File: config.mk
export PLATFORM = sky130hd
export DESIGN_NAME = mux_scan_collector
export DESIGN_NICKNAME = d
export VERILOG_FILES = /design/src/rtl/mux_scan_collector.sv
export SDC_FILE = /design/constraint.sdc
export NUM_CORES = 1
export LEC_CHECK = 0
export CAP_MARGIN = 10
export CORE_MARGIN = 5
export CORE_UTILIZATION = 54
export CTS_BUF_LIST = sky130_fd_sc_hd__clkbuf_8
export DETAILED_ROUTE_END_ITERATION = 6
export PLACE_DENSITY = 0.73
export SLEW_MARGIN = 5
export SYNTH_ARGS = -nofsm -noshare
export SYNTH_HDL_FRONTEND = slang
export SYNTH_SLANG_ARGS = --single-unit
File: constraint.sdc
create_clock -name sysclk -period 2.8 [get_ports sysclk]
set_clock_uncertainty 0.05 [all_clocks]
set_input_delay 0.28 -clock sysclk [delete_from_list [all_inputs] [get_ports sysclk]]
set_output_delay 0.28 -clock sysclk [all_outputs]
set_load 0.02 [all_outputs]
File: src/rtl/mux_scan_collector.sv
// Scan sequencer around an 8:1 mux: steps the select, collects one bit
// per slot and hands the assembled byte to a valid/ready consumer.
module mux_scan_collector #(
  parameter int SETTLE_CYCLES = 1
) (
  input  logic       sysclk,
  input  logic       sys_rst_n,
  input  logic       start_i,
  input  logic       continuous_i,
  input  logic       mux_in_i,
  output logic [2:0] sel_o,
  output logic       busy_o,
  output logic [7:0] data_o,
  output logic       valid_o,
  input  logic       ready_i,
  output logic       changed_o,
  output logic       overrun_o
);

  typedef enum logic [1:0] {
    IDLE,
    SETTLE,
    SAMPLE
  } state_t;

  localparam logic [3:0] LP_LAST =
    4'((SETTLE_CYCLES > 0) ? SETTLE_CYCLES - 1 : 0);
  localparam state_t LP_NEXT =
    (SETTLE_CYCLES > 0) ? SETTLE : SAMPLE;

  state_t     r_state;
  logic [3:0] r_cnt;
  logic [6:0] r_shadow;
  logic [7:0] r_last_acc;
  logic       r_first;

  logic       w_done;
  logic       w_acc;
  logic       w_load;
  logic       w_first;
  logic [7:0] w_byte;
  logic [7:0] w_ref;

  // Bits 0..6 are shifted in from the top, so bit 0 lands at index 0.
  assign w_byte  = {mux_in_i, r_shadow};
  assign w_done  = (r_state == SAMPLE) && (sel_o == 3'd7);
  assign w_acc   = valid_o & ready_i;
  assign w_load  = w_done & (~valid_o | ready_i);
  // A byte accepted this cycle is the reference for the one replacing it.
  assign w_ref   = w_acc ? data_o : r_last_acc;
  assign w_first = w_acc ? 1'b0 : r_first;

  always_ff @(posedge sysclk) begin
    if (!sys_rst_n) begin
      r_state    <= IDLE;
      r_cnt      <= '0;
      r_shadow   <= '0;
      r_last_acc <= '0;
      r_first    <= 1'b1;
      sel_o      <= '0;
      busy_o     <= 1'b0;
      data_o     <= '0;
      valid_o    <= 1'b0;
      changed_o  <= 1'b0;
      overrun_o  <= 1'b0;
    end else begin
      overrun_o <= 1'b0;
      unique case (r_state)
        IDLE: begin
          r_cnt <= '0;
          sel_o <= '0;
          if (start_i | continuous_i) begin
            r_state <= LP_NEXT;
            busy_o  <= 1'b1;
          end
        end
        SETTLE: begin
          if (r_cnt == LP_LAST) begin
            r_cnt   <= '0;
            r_state <= SAMPLE;
          end else begin
            r_cnt <= r_cnt + 4'd1;
          end
        end
        SAMPLE: begin
          if (sel_o != 3'd7) begin
            r_shadow <= {mux_in_i, r_shadow[6:1]};
            sel_o    <= sel_o + 3'd1;
            r_state  <= LP_NEXT;
          end else begin
            sel_o <= '0;
            if (continuous_i) begin
              r_state <= LP_NEXT;
            end else begin
              r_state <= IDLE;
              busy_o  <= 1'b0;
            end
          end
        end
        default: r_state <= IDLE;
      endcase

      if (w_acc) begin
        r_last_acc <= data_o;
        r_first    <= 1'b0;
        valid_o    <= 1'b0;
      end

      if (w_load) begin
        data_o    <= w_byte;
        valid_o   <= 1'b1;
        changed_o <= (w_byte != w_ref) | w_first;
      end else if (w_done) begin
        overrun_o <= 1'b1;
      end
    end
  end

endmodule

==> summary.md <==
| Metric | Value |
|---|---|
| Postcts setup bufs | `0` |
| IO Pins | `21` |
| Synth Net Count | `200` |
| Clock sink count | `37` |
| Synth cell count leaders | `37 x dfxtp_1, 24 x nor2b_1, 19 x nand2_1` |
| Pre-CTS WS | `~0.74 ns` |
| Via density | `5.19` |
| Inst Count DP | `around 250` |
| Top sig layer | `met4` |
| Crit start category | `flop` |
| Fmax | `0.532 GHz` |
| Post-DP Area | `between 1500 and 2000 um^2` |
| Wirelength per Cell | `~14 um` |
| Max transition margin | `65.9%` |
| Post-Syn Area per Cell | `roughly 9.3 um^2` |
| Finished Layout Cells | `between 200 and 300` |
| Power Total | `around 960 uW` |
| Clock insertion delay at the later pin of the skew report | `roughly 0.29 ns` |
| Routability cong. | `~0.76` |
| Yosys cell types | `36` |
| Endpoints failing setup | `0` |
| Buffers on Ports | `20` |
| Yosys top cell by area | `dfxtp_1` |
| Top-count cell post-synth | `dfxtp_1` |
| Hold WS | `between 0.3 and 0.4 ns` |
| CTS clk-pin slew, worst paths | `0.07 ns` |
| Post-synthesis cell count | `between 150 and 200` |
| Grt ovf | `0` |
| Root buffer cell | `clkbuf_8` |
| Routed met3 length | `between 100 and 150 um` |
| Crit path kind | `flop to flop` |
| Final setup margin | `between 0.9 and 1 ns` |
| Num rows | `20` |
| Synth top area cells | `dfxtp_1 42%, mux2i_1 10%, nor2b_1 8.5%` |
| Met2 wire length | `~1600 um` |
| Crit path time final | `about 1.9 ns` |
| Core footprint | `between 3000 and 4000 um^2` |
| Share of cells above drive strength 1 | `around 6.7%` |
| RSZ-0062 raised after global routing | `no` |
| Area of the multi-input gates | `947 um^2` |
| DP HPWL | `2400 um` |
| Initial Util | `57.2%` |
| Detail Route Antenna Nets | `0` |
| Number of synthesized flops with an enable pin | `0` |
| H-tree levels | `2` |
| DRT met1 WL | `between 1500 and 2000 um` |
| Die Y | `roughly 67 um` |
| Setup TNS | `0 ns` |
| Mapped cell area | `about 1800 um^2` |
| Crit-path cells | `ha_1 -> ha_1 -> and2b_1 -> mux2i_1 -> nor2b_1` |
| P_leak | `about 0.73 nW` |
| Largest net degree at the start of global routing | `23` |
| Number of global-route vias before repair | `between 1,000 and 1,500` |
| Antenna violations before repair | `0` |
| Worst VDD drop | `345 uV` |
| Max-slew violation count | `0` |
| Number of CTS-inserted buffers | `5` |
| Synthesized flop and latch total | `37` |
| Slowest cell on the critical path | `and2b_1` |
| Critical Path Sink Type | `flop` |
| Reg area | `between 700 and 800 um^2` |
| DRC | `0` |
| Max incr delay on CP | `approximately 0.55 ns` |
| CP delay by family, top | `simple AND/OR/NAND/NOR gates` |
| Post-synthesis sequential area ratio | `about two fifths` |
| CP Buf/Inv Count | `0` |
| Worst EP required | `~2.9 ns` |
| Post-route cell area | `roughly 2100 um^2` |
| CP most frequent cell | `ha_1` |
| Die footprint | `between 4000 and 5000 um^2` |
| DR pass1 iterations | `4` |
| Resized cells post-CTS | `0` |
| All-layer global routing usage | `between 15 and 20%` |
| Post-CTS Hold Buffers | `0` |
| Clk buf depth | `2` |
| Pwr dens | `between 400 and 500 nW/um^2` |
| Yosys top cell area share | `41.7%` |
| Total number of yosys warnings | `0` |
| Dominant synthesized flop cell | `dfxtp_1` |
| First-pass GRT wire length | `6070 um` |
| Fin nets | `approximately 220` |
| Vias | `1,313` |
| CTS tree | `built` |
| HP Class | `flop to flop` |
| Hold Fails Final Rpt | `0` |
| Drt total wl | `3420 um` |
| Max cap viols | `0` |
| Data arrival time of the critical path | `~2 ns` |
| Syn-to-layout area delta | `16.4%` |
| Tcrit/Tclk final | `roughly two thirds` |
| DRT iter0 DRCs | `92` |
| Slew @ Worst Pin | `approximately 0.5 ns` |
| Diode count | `0` |
| Core Util, Final | `between 60% and 70%` |
| Maximum fanout along the worst path | `9` |
| Die X | `between 60 and 70 um` |
| Outcome | `finished clean` |
| Async S/R FF share, synth | `0%` |
| Final-layout fill cell count | `approximately 280` |
[metal layers]
metal / vias up / GRT usage, %
met2: 18 / 29.7
met3: 7 / 3.99
li1: 669 / -
met5: - / 0
met1: 619 / 21.6
met4: 0 / 10.6
[tightest hold or removal path, stage by stage, from the launching register on]
cell and delay [ns]:
dfxtp_1 0.31, nand2_1 0.05, nand2_1 0.04
[registers in the layout, summed over array words and instances (netlist names)]
| signal | cells |
|---|---|
| r_shadow | 7 |
| valid_o | 1 |
| busy_o | 1 |
| r_state | 2 |
| r_first | 1 |
| changed_o | 1 |
| data_o | 8 |
| overrun_o | 1 |
| sel_o | 3 |
| r_cnt | 4 |
| r_last_acc | 8 |
[where the power goes]
group          internal [mW]  total, mW  leakage [nW]  switching (mW)
Sequential             0.531      0.540         0.299         0.00904
Combinational         0.0281     0.0517         0.385          0.0237
Clock                  0.191      0.372        0.0485           0.180
Total                  0.751      0.964         0.733           0.213
[path summary, 6_finish.rpt]
path                                            endpoint  cells past startpoint  slack (ns)                   from
worst min register to register        r_first$_SDFF_PN1_                      2        0.40     r_first$_SDFF_PN1_
worst max register to register  r_shadow[3]$_SDFFE_PN0P_                      5        0.92  sel_o[0]$_SDFFE_PN0P_
worst min-delay path                  r_first$_SDFF_PN1_                      2        0.40     r_first$_SDFF_PN1_
worst max-delay path            r_shadow[3]$_SDFFE_PN0P_                      5        0.92  sel_o[0]$_SDFFE_PN0P_
[kinds of logic after synthesis]
group,Yosys count,synth area share (%)
fa+ha+maj,4,2.82
compound gates,34,12.1
flops,37,41.7
buf+inv,17,4.93
xor+xnor,6,2.96
simple gates,74,25.3
mux,18,10.1
[placed cells by master (no fill, tap or decap), drive strengths merged, types with 2 or more instances in the layout]
master	synthesis	final
nand3	2	2
clkdlybuf4s50	0	20
inv	8	9
clkbuf	4	6
nor3b	2	2
dfxtp	37	37
mux2i	18	18
a21oi	7	7
nor3	2	2
xnor2	5	5
o21ai	11	11
nand2b	5	5
nor2	6	6
ha	4	4
and2	3	3
nand2	20	20
and2b	3	3
a21boi	7	7
nor2b	26	26
and3	3	3
a22oi	4	4
[cell type report]
type,instances,area share [%]
multi-input cells,136,45.8
flip-flops and latches,37,35.8
well taps,44,2.66
clock inverters,1,0.182
repair buffers,21,10.0
inverters,8,1.45
clock buffers,6,4.00
Note: power is estimated with default switching activity, not from simulation.
